**config.mk**
```make
export PLATFORM = sky130hd
export DESIGN_NAME = fetch_unit_flat
export DESIGN_NICKNAME = d
export VERILOG_FILES = /design/src/rtl/fetch_unit_pkg.sv /design/src/rtl/fetch_unit_if.sv /design/src/rtl/fetch_unit_redirect_sel.sv /design/src/rtl/fetch_unit.sv /design/src/flat_wrapper.sv
export SDC_FILE = /design/constraint.sdc
export NUM_CORES = 1
export LEC_CHECK = 0
export BUFFER_PORTS_ARGS = -buffer_cell sky130_fd_sc_hd__buf_4
export CORE_AREA = 5 5 175 177
export DETAILED_ROUTE_END_ITERATION = 8
export DIE_AREA = 0 0 180 182
export SETUP_SLACK_MARGIN = 0.5
export SYNTH_ARGS = -nofsm -noshare
export SYNTH_HDL_FRONTEND = slang
export SYNTH_SLANG_ARGS = --single-unit
```
**constraint.sdc**
```tcl
create_clock -name clk -period 3.1 [get_ports clk]
set_input_delay 0.465 -clock clk [delete_from_list [all_inputs] [get_ports clk]]
set_output_delay 0.465 -clock clk [all_outputs]
set_load 0.02 [all_outputs]
```
**src/rtl/fetch_unit_pkg.sv**
```systemverilog
// Shared definitions for the dual-issue fetch stage: PC-select encodings,
// default address width and the per-slot F->D record.
package fetch_unit_pkg;

    localparam int XLEN_DEF = 32;

    localparam logic [1:0] PCSRC_PLUS   = 2'b00;
    localparam logic [1:0] PCSRC_TARGET = 2'b01;
    localparam logic [1:0] PCSRC_ALU    = 2'b10;

    typedef struct packed {
        logic [31:0]         instr;
        logic [XLEN_DEF-1:0] pc;
        logic [XLEN_DEF-1:0] pcplus4;
        logic                valid;
    } fetch_slot_t;

    function automatic logic is_redirect(input logic [1:0] src);
        return (src == PCSRC_TARGET) || (src == PCSRC_ALU);
    endfunction

endpackage

```
**src/rtl/fetch_unit_if.sv**
```systemverilog
// Fetch-stage bus: instruction-memory request/response plus the two decode slots.
interface fetch_unit_if
    import fetch_unit_pkg::*;
#(
    parameter int XLEN = XLEN_DEF
);
    logic [XLEN-1:0] PCF;
    logic [XLEN-1:0] PCF2;
    logic [31:0]     InstrF1;
    logic [31:0]     InstrF2;
    logic [31:0]     InstrD1;
    logic [31:0]     InstrD2;
    logic [XLEN-1:0] PCD1;
    logic [XLEN-1:0] PCD2;
    logic [XLEN-1:0] PCPlus4D1;
    logic [XLEN-1:0] PCPlus4D2;
    logic            ValidD1;
    logic            ValidD2;

    modport master (
        output PCF, PCF2,
        input  InstrF1, InstrF2,
        output InstrD1, InstrD2, PCD1, PCD2, PCPlus4D1, PCPlus4D2, ValidD1, ValidD2
    );

    modport slave (
        input  PCF, PCF2,
        output InstrF1, InstrF2,
        input  InstrD1, InstrD2, PCD1, PCD2, PCPlus4D1, PCPlus4D2, ValidD1, ValidD2
    );
endinterface

```
**src/rtl/fetch_unit_redirect_sel.sv**
```systemverilog
// Combinational redirect arbitration between the two execute slots; slot 1 is
// older, so its redirect squashes anything slot 2 asks for.
module fetch_redirect_sel
    import fetch_unit_pkg::*;
#(
    parameter int XLEN = XLEN_DEF
)(
    input  logic [1:0]      PCSrcE1,
    input  logic [XLEN-1:0] PCTargetE1,
    input  logic [XLEN-1:0] ALUResultE1,
    input  logic [1:0]      PCSrcE2,
    input  logic [XLEN-1:0] PCTargetE2,
    input  logic [XLEN-1:0] ALUResultE2,
    output logic            redirect,
    output logic            redirect_slot,
    output logic [XLEN-1:0] target,
    output logic            misalign
);
    localparam logic [XLEN-1:0] BIT0_MASK = {{(XLEN-1){1'b1}}, 1'b0};
    localparam logic [XLEN-1:0] WORD_MASK = {{(XLEN-2){1'b1}}, 2'b00};

    // jalr targets drop bit 0 before use
    function automatic logic [XLEN-1:0] slot_target(
        input logic [1:0]      src,
        input logic [XLEN-1:0] tgt,
        input logic [XLEN-1:0] alu
    );
        if (src == PCSRC_ALU) return alu & BIT0_MASK;
        return tgt;
    endfunction

    logic            take1;
    logic            take2;
    logic [XLEN-1:0] raw_target;

    always_comb begin
        take1         = is_redirect(PCSrcE1);
        take2         = is_redirect(PCSrcE2);
        redirect      = take1 || take2;
        redirect_slot = !take1 && take2;
        raw_target    = take1 ? slot_target(PCSrcE1, PCTargetE1, ALUResultE1)
                              : slot_target(PCSrcE2, PCTargetE2, ALUResultE2);
        target        = raw_target & WORD_MASK;
        misalign      = raw_target[1];
    end

endmodule

```
**src/rtl/fetch_unit.sv**
```systemverilog
// Dual-issue fetch stage: PC register and F->D pipeline register.
// Optional FETCH_PERF_CNT_EN adds saturating redirect/stall counters.
module fetch_unit
    import fetch_unit_pkg::*;
#(
    parameter int              XLEN     = XLEN_DEF,
    parameter logic [XLEN-1:0] RESET_PC = 32'h0000_0000
)(
    input  logic            clk,
    input  logic            rst_n,
    input  logic            StallF,
    input  logic            StallD,
    input  logic            FlushD,
    input  logic [1:0]      PCSrcE1,
    input  logic [XLEN-1:0] PCTargetE1,
    input  logic [XLEN-1:0] ALUResultE1,
    input  logic [1:0]      PCSrcE2,
    input  logic [XLEN-1:0] PCTargetE2,
    input  logic [XLEN-1:0] ALUResultE2,
    fetch_unit_if.master    fbus,
    output logic            RedirectE,
    output logic            RedirectSlotE,
    output logic            MisalignF
`ifdef FETCH_PERF_CNT_EN
    ,
    output logic [31:0]     RedirectCnt,
    output logic [31:0]     StallCnt
`endif
);
    logic            redirect;
    logic            redirect_slot;
    logic            target_misalign;
    logic [XLEN-1:0] redirect_target;
    logic [XLEN-1:0] pc_p0;
    logic [XLEN-1:0] pc_plus4;
    logic [XLEN-1:0] pc_plus8;
    logic            misalign_p0;
    fetch_slot_t     slot1_p1;
    fetch_slot_t     slot2_p1;

    fetch_redirect_sel #(.XLEN(XLEN)) u_redirect_sel (
        .PCSrcE1       (PCSrcE1),
        .PCTargetE1    (PCTargetE1),
        .ALUResultE1   (ALUResultE1),
        .PCSrcE2       (PCSrcE2),
        .PCTargetE2    (PCTargetE2),
        .ALUResultE2   (ALUResultE2),
        .redirect      (redirect),
        .redirect_slot (redirect_slot),
        .target        (redirect_target),
        .misalign      (target_misalign)
    );

    assign pc_plus4 = pc_p0 + XLEN'(4);
    assign pc_plus8 = pc_p0 + XLEN'(8);

    // F stage: redirect beats StallF, otherwise advance by the issue width
    always_ff @(posedge clk or negedge rst_n) begin
        if (!rst_n) begin
            pc_p0       <= RESET_PC;
            misalign_p0 <= 1'b0;
        end else if (redirect) begin
            pc_p0       <= redirect_target;
            misalign_p0 <= target_misalign;
        end else if (!StallF) begin
            pc_p0       <= pc_plus8;
        end
    end

    // F->D boundary: squash beats StallD
    always_ff @(posedge clk or negedge rst_n) begin
        if (!rst_n) begin
            slot1_p1 <= '0;
            slot2_p1 <= '0;
        end else if (redirect || FlushD) begin
            slot1_p1 <= '0;
            slot2_p1 <= '0;
        end else if (!StallD) begin
            slot1_p1 <= '{instr: fbus.InstrF1, pc: pc_p0,    pcplus4: pc_plus4, valid: 1'b1};
            slot2_p1 <= '{instr: fbus.InstrF2, pc: pc_plus4, pcplus4: pc_plus8, valid: 1'b1};
        end
    end

    assign fbus.PCF       = pc_p0;
    assign fbus.PCF2      = pc_plus4;
    assign fbus.InstrD1   = slot1_p1.instr;
    assign fbus.InstrD2   = slot2_p1.instr;
    assign fbus.PCD1      = slot1_p1.pc;
    assign fbus.PCD2      = slot2_p1.pc;
    assign fbus.PCPlus4D1 = slot1_p1.pcplus4;
    assign fbus.PCPlus4D2 = slot2_p1.pcplus4;
    assign fbus.ValidD1   = slot1_p1.valid;
    assign fbus.ValidD2   = slot2_p1.valid;
    assign RedirectE      = redirect;
    assign RedirectSlotE  = redirect_slot;
    assign MisalignF      = misalign_p0;

`ifdef FETCH_PERF_CNT_EN
    function automatic logic [31:0] sat_inc(input logic [31:0] v);
        return (&v) ? v : v + 32'd1;
    endfunction

    logic [31:0] redirect_cnt_q;
    logic [31:0] stall_cnt_q;

    always_ff @(posedge clk or negedge rst_n) begin
        if (!rst_n) begin
            redirect_cnt_q <= '0;
            stall_cnt_q    <= '0;
        end else begin
            if (redirect)            redirect_cnt_q <= sat_inc(redirect_cnt_q);
            if (StallF && !redirect) stall_cnt_q    <= sat_inc(stall_cnt_q);
        end
    end

    assign RedirectCnt = redirect_cnt_q;
    assign StallCnt    = stall_cnt_q;
`endif

endmodule

```
**src/flat_wrapper.sv**
```systemverilog
// flat-port wrapper written by rule: the top's interface ports become plain ports
module fetch_unit_flat import fetch_unit_pkg::*;
#(
    parameter int              XLEN     = XLEN_DEF,
    parameter logic [XLEN-1:0] RESET_PC = 32'h0000_0000
)
  (clk, rst_n, StallF, StallD, FlushD, PCSrcE1, PCTargetE1, ALUResultE1, PCSrcE2, PCTargetE2, ALUResultE2, RedirectE, RedirectSlotE, MisalignF, fbus_PCF, fbus_PCF2, fbus_InstrF1, fbus_InstrF2, fbus_InstrD1, fbus_InstrD2, fbus_PCD1, fbus_PCD2, fbus_PCPlus4D1, fbus_PCPlus4D2, fbus_ValidD1, fbus_ValidD2);
  fetch_unit_if #(.XLEN(XLEN)) fbus_i ();
  input  logic clk;
  input  logic rst_n;
  input  logic StallF;
  input  logic StallD;
  input  logic FlushD;
  input  logic [1:0] PCSrcE1;
  input  logic [XLEN-1:0] PCTargetE1;
  input  logic [XLEN-1:0] ALUResultE1;
  input  logic [1:0] PCSrcE2;
  input  logic [XLEN-1:0] PCTargetE2;
  input  logic [XLEN-1:0] ALUResultE2;
  output logic RedirectE;
  output logic RedirectSlotE;
  output logic MisalignF;
  output wire logic [$bits(fbus_i.PCF)-1:0] fbus_PCF;
  output wire logic [$bits(fbus_i.PCF2)-1:0] fbus_PCF2;
  input wire logic [$bits(fbus_i.InstrF1)-1:0] fbus_InstrF1;
  input wire logic [$bits(fbus_i.InstrF2)-1:0] fbus_InstrF2;
  output wire logic [$bits(fbus_i.InstrD1)-1:0] fbus_InstrD1;
  output wire logic [$bits(fbus_i.InstrD2)-1:0] fbus_InstrD2;
  output wire logic [$bits(fbus_i.PCD1)-1:0] fbus_PCD1;
  output wire logic [$bits(fbus_i.PCD2)-1:0] fbus_PCD2;
  output wire logic [$bits(fbus_i.PCPlus4D1)-1:0] fbus_PCPlus4D1;
  output wire logic [$bits(fbus_i.PCPlus4D2)-1:0] fbus_PCPlus4D2;
  output wire logic [$bits(fbus_i.ValidD1)-1:0] fbus_ValidD1;
  output wire logic [$bits(fbus_i.ValidD2)-1:0] fbus_ValidD2;
  assign fbus_PCF = fbus_i.PCF;
  assign fbus_PCF2 = fbus_i.PCF2;
  assign fbus_i.InstrF1 = fbus_InstrF1;
  assign fbus_i.InstrF2 = fbus_InstrF2;
  assign fbus_InstrD1 = fbus_i.InstrD1;
  assign fbus_InstrD2 = fbus_i.InstrD2;
  assign fbus_PCD1 = fbus_i.PCD1;
  assign fbus_PCD2 = fbus_i.PCD2;
  assign fbus_PCPlus4D1 = fbus_i.PCPlus4D1;
  assign fbus_PCPlus4D2 = fbus_i.PCPlus4D2;
  assign fbus_ValidD1 = fbus_i.ValidD1;
  assign fbus_ValidD2 = fbus_i.ValidD2;
  fetch_unit #(.XLEN(XLEN), .RESET_PC(RESET_PC)) u_core (.clk(clk), .rst_n(rst_n), .StallF(StallF), .StallD(StallD), .FlushD(FlushD), .PCSrcE1(PCSrcE1), .PCTargetE1(PCTargetE1), .ALUResultE1(ALUResultE1), .PCSrcE2(PCSrcE2), .PCTargetE2(PCTargetE2), .ALUResultE2(ALUResultE2), .fbus(fbus_i), .RedirectE(RedirectE), .RedirectSlotE(RedirectSlotE), .MisalignF(MisalignF));
endmodule
```
==> results.txt <==
----------------------------------------------------
[Synthesis]
  Top post-synthesis cells by area ... sky130_fd_sc_hd__dfrtp_1 46%, sky130_fd_sc_hd__mux2i_1 15%, sky130_fd_sc_hd__nor2_1 5.7%, sky130_fd_sc_hd__buf_4 3.3%, sky130_fd_sc_hd__xnor2_1 3.2%
  Distinct cell type count after synthesis ... 54
  Post-synthesis average cell area ... between 9 and 10 sq um
  Synthesized netlist cell count ... just over 1000
  Area share of fa/ha/maj cells after synthesis ... less than 1%
  Async SR Flop Fraction ... between 90% and 100%
  Seq/Total Area, Yosys ... around 46%
  Synth Area in Simple Gates ... between 10% and 20%
  Post-synth EDFFs ... 0
  Compound-gate portion of the synthesized area ... a little over an eighth
  Proportion of netlist area held by the largest area contributor ... a little under half
  Primary FF master, synth ... sky130_fd_sc_hd__dfrtp_1
  Register bit total from synthesis ... roughly 190
  Multiplexer fraction of the synthesized cell area ... between 10% and 20%
  Post-Syn Area ... just over 0.01 sq mm
  Share of the synthesized netlist area taken by xor and xnor gates ... 4.838%
  Main combinational cell family by area after synthesis ... multiplexers
  Cell taking the most area after synthesis ... sky130_fd_sc_hd__dfrtp_1
  Ys Warns ... 0

[Timing]
  Final-report max-slew violation count ... 0
  Maximum operating frequency ... 364.5 MHz
  TNS Setup ... 0 ns
  Setup repair after global routing missed its margin ... yes
  Clock period minus worst slack ... roughly 2.7 ns
  Share of the clock period used by the worst path ... around 90%
  Endpoints failing hold ... 0
  Setup violations, final ... 0
  Worst-margin pin slew ... 0.7121 ns
  Setup clock skew after layout ... approximately 0.016 ns
  Remaining max-slew budget at the tightest pin ... 52.52%

[Hold path]
  Worst min-delay path class ... input port to asynchronous set/reset pin

[Clocking]
  Maximum count of clock buffers along a single path ... 2
  Worst-Skew Late Latency ... approximately 0.44 ns
  Clock tree from TritonCTS ... built
  TritonCTS Sinks ... between 150 and 200
  Cell at the root of the clock tree ... sky130_fd_sc_hd__clkbuf_16
  CTS buffer count ... 17
  Maximum level of the CTS H-tree ... 4
  Clock transition at path regs ... roughly 0.08 ns

[Critical path]
  Worst reg-to-reg path cell count ... 8
  Data arrival time of the critical path ... around 2.3 ns
  Kind of capture point of the worst setup path ... output port
  CP Launch Point ... u_core.fbus.PCF[24]$_DFFE_PN0P_
  CP Class ... register to output port
  Largest fanout on the critical path ... 7
  Startpoint class of the critical path ... register
  Crit Reg-Reg Endpoint ... u_core.fbus.PCPlus4D2[25]$_DFFE_PN0P_
  FF-to-FF Start ... u_core.fbus.PCF[3]$_DFFE_PN0P_
  Worst Setup EP ... fbus_PCF2[31]
  Data required time of the worst path ... roughly 2.6 ns
  Worst reg-to-reg setup slack ... 0.83 ns

[Route]
  Routed Wire Length ... about 40000 microns
  Number of search-and-repair iterations in the first detailed-routing pass ... 5
  Starting DRC count in detailed routing ... 517
  Vias per Instance ... 5.061
  Via total after detailed routing ... roughly 9400
  Routed WL per cell ... between 20 and 25 microns
  Residual DRC ... 0
  Number of nets with antenna violations after detailed routing ... 0

[Finish]
  Commonest non-fill, non-tap cell in the layout ... sky130_fd_sc_hd__buf_4
  Final design area excluding fillers ... 0.01523 sq mm
  Most used cells in the layout excluding fill and tap cells ... 517 x sky130_fd_sc_hd__buf_4, 171 x sky130_fd_sc_hd__dfrtp_1, 155 x sky130_fd_sc_hd__mux2i_1
  Layout cells sized above 1 ... roughly 45%
  Area taken by flip-flops and latches ... 0.004647 sq mm
  Area added between synthesis and finish ... 50.26%
  Fillers ... approximately 2700
  Count of nets after finishing ... ~1700
  Combined area of the multi-input logic cells ... approximately 0.0052 sq mm

[Die]
  Die Y ... 182 microns
  Die W ... 180 microns
  Number of top-level pins ... 462
  Full die area ... 0.03276 sq mm
  Initial core utilization ... about a third
  Core footprint ... ~0.029 sq mm
  Num rows ... 63

[GRT]
  Gr ovfl total ... 0
  Global-route wire length before repair ... 58330 microns
  Number of global-route vias before repair ... 9595
  Initial antenna violation count ... 1
  Maximum number of pins on one net before global-route repair ... 81
  Total track usage ... a little under a quarter

[Placement]
  Number of input and output port buffers inserted ... 445
  Final weighted congestion of routability-driven global placement ... just under 0.9
  Placed cell area ... around 0.014 sq mm
  Placed wire-length estimate ... approximately 29000 microns

[Run status]
  Status ... completed

[Pwr]
  Power density of the placed cells ... around 510 mW/mm^2
  Worst supply voltage drop on vdd ... 360.1 uV
  Total power after layout ... ~0.0077 W
  Leakage power figure ... about 7.7 nW

[Flow run]
  MaxCap Viol Count ... 0

----------------------------------------------------
## worst max-delay path, stage by stage (launching register included)
cell	delay [ns]
sky130_fd_sc_hd__dfrtp_2	0.48
sky130_fd_sc_hd__buf_4	0.20
sky130_fd_sc_hd__and4_1	0.25
sky130_fd_sc_hd__and4_1	0.25
sky130_fd_sc_hd__nand4_1	0.22
sky130_fd_sc_hd__xnor2_2	0.27
sky130_fd_sc_hd__buf_4	0.19
## worst min path at each step
stage                                               start                                to  slack [ns]
after detailed placement  u_core.fbus.ValidD1$_DFFE_PN0P_   u_core.fbus.ValidD1$_DFFE_PN0P_        0.50
after global placement    u_core.fbus.ValidD1$_DFFE_PN0P_   u_core.fbus.ValidD1$_DFFE_PN0P_        0.49
after floorplan                                     rst_n      u_core.MisalignF$_DFFE_PN0N_        0.17
final                                               rst_n  u_core.fbus.PCD2[15]$_DFFE_PN0P_        0.08
after CTS                                           rst_n  u_core.fbus.PCD2[15]$_DFFE_PN0P_        0.09
after global routing                                rst_n  u_core.fbus.PCD2[13]$_DFFE_PN0P_        0.13
## power by group
group,total [W],internal (W),switching [W]
Sequential,0.00277,0.00257,0.000198
Clock,0.00227,0.00110,0.00117
Combinational,0.00266,0.00117,0.00149
Total,0.00769,0.00484,0.00285
## final cells by class
| type | count | share of cell area (%) |
|---|---|---|
| Tap cell | 390 | 3.204 |
| Multi-Input combinational cell | 703 | 34.38 |
| Inverter | 10 | 0.2464 |
| Antenna cell | 1 | 0.01643 |
| Timing Repair Buffer | 539 | 27.72 |
| Sequential cell | 185 | 30.51 |
| Clock inverter | 15 | 1.134 |
| Clock buffer | 17 | 2.793 |
## registers in the layout, indices dropped and copies added (netlist names)
register               flops
u_core.fbus.PCF           30
u_core.fbus.PCPlus4D1      1
u_core.MisalignF           1
u_core.fbus.PCD1          29
u_core.fbus.InstrD2       32
u_core.fbus.PCD2          29
u_core.fbus.PCPlus4D2     30
u_core.fbus.InstrD1       32
u_core.fbus.ValidD1        1
## per-stage QoR
stage | setup WS [ns] | hold WS (ns) | util (%) | cells
2_1_floorplan | 0.5148 | 0.1694 | - | 1030
3_3_place_gp | 0.3663 | 0.4883 | 47.53 | 1786
3_5_place_dp | 0.3601 | 0.4993 | 47.53 | 1786
4_1_cts | 0.2502 | 0.09261 | 51.12 | 1841
5_1_grt | 0.2874 | 0.1251 | 52.37 | 1860
6_report | 0.3567 | 0.07714 | 52.37 | 1860
## cell families after synthesis
kind of cell    count (synthesis)
mux                           155
xor+xnor                       56
simple gates                  279
compound gates                197
fa+ha+maj                       4
flops                         185
other cells                     1
buf+inv                       142
## synthesized netlist by cell type, types with 4 or more instances
| cell type | n |
|---|---|
| sky130_fd_sc_hd__clkbuf_1 | 60 |
| sky130_fd_sc_hd__nor4_4 | 4 |
| sky130_fd_sc_hd__a31oi_1 | 11 |
| sky130_fd_sc_hd__o22a_1 | 23 |
| sky130_fd_sc_hd__nor3_1 | 4 |
| sky130_fd_sc_hd__nand3_1 | 18 |
| sky130_fd_sc_hd__mux2i_1 | 155 |
| sky130_fd_sc_hd__o21a_1 | 8 |
| sky130_fd_sc_hd__dfrtp_1 | 185 |
| sky130_fd_sc_hd__o211a_1 | 4 |
| sky130_fd_sc_hd__xor2_1 | 19 |
| sky130_fd_sc_hd__buf_4 | 44 |
| sky130_fd_sc_hd__a211oi_1 | 14 |
| sky130_fd_sc_hd__nand2_1 | 40 |
| sky130_fd_sc_hd__and3_1 | 5 |
| sky130_fd_sc_hd__and4_1 | 5 |
| sky130_fd_sc_hd__nor2b_1 | 10 |
| sky130_fd_sc_hd__xnor2_1 | 37 |
| sky130_fd_sc_hd__inv_1 | 7 |
| sky130_fd_sc_hd__buf_1 | 8 |
| sky130_fd_sc_hd__a21oi_1 | 41 |
| sky130_fd_sc_hd__ha_1 | 4 |
| sky130_fd_sc_hd__o22ai_1 | 17 |
| sky130_fd_sc_hd__nand2b_1 | 7 |
| sky130_fd_sc_hd__o21ba_2 | 11 |
| sky130_fd_sc_hd__a2bb2oi_1 | 9 |
| sky130_fd_sc_hd__o21ai_0 | 48 |
| sky130_fd_sc_hd__nand4_1 | 10 |
| sky130_fd_sc_hd__nor4_1 | 6 |
| sky130_fd_sc_hd__nor2_1 | 155 |
| sky130_fd_sc_hd__buf_2 | 18 |
## what timing repair did
action	4_1_cts	5_1_grt
endpoints found under the setup margin	25	23
resized for setup	50	40
pin swaps	17	22
setup buffers	23	18
hold buffers	0	0
## layer usage
metal	share of wire (%)	wire length, microns	global-route usage [%]	vias up
met1	42	16600	29.28	4618
met2	49	19550	38.92	387
met5	0	0	0	-
li1	-	-	-	4380
met4	1.5	577	4.572	0
met3	7.2	2829	6.170	28
Power figures use the tool's default switching activity.
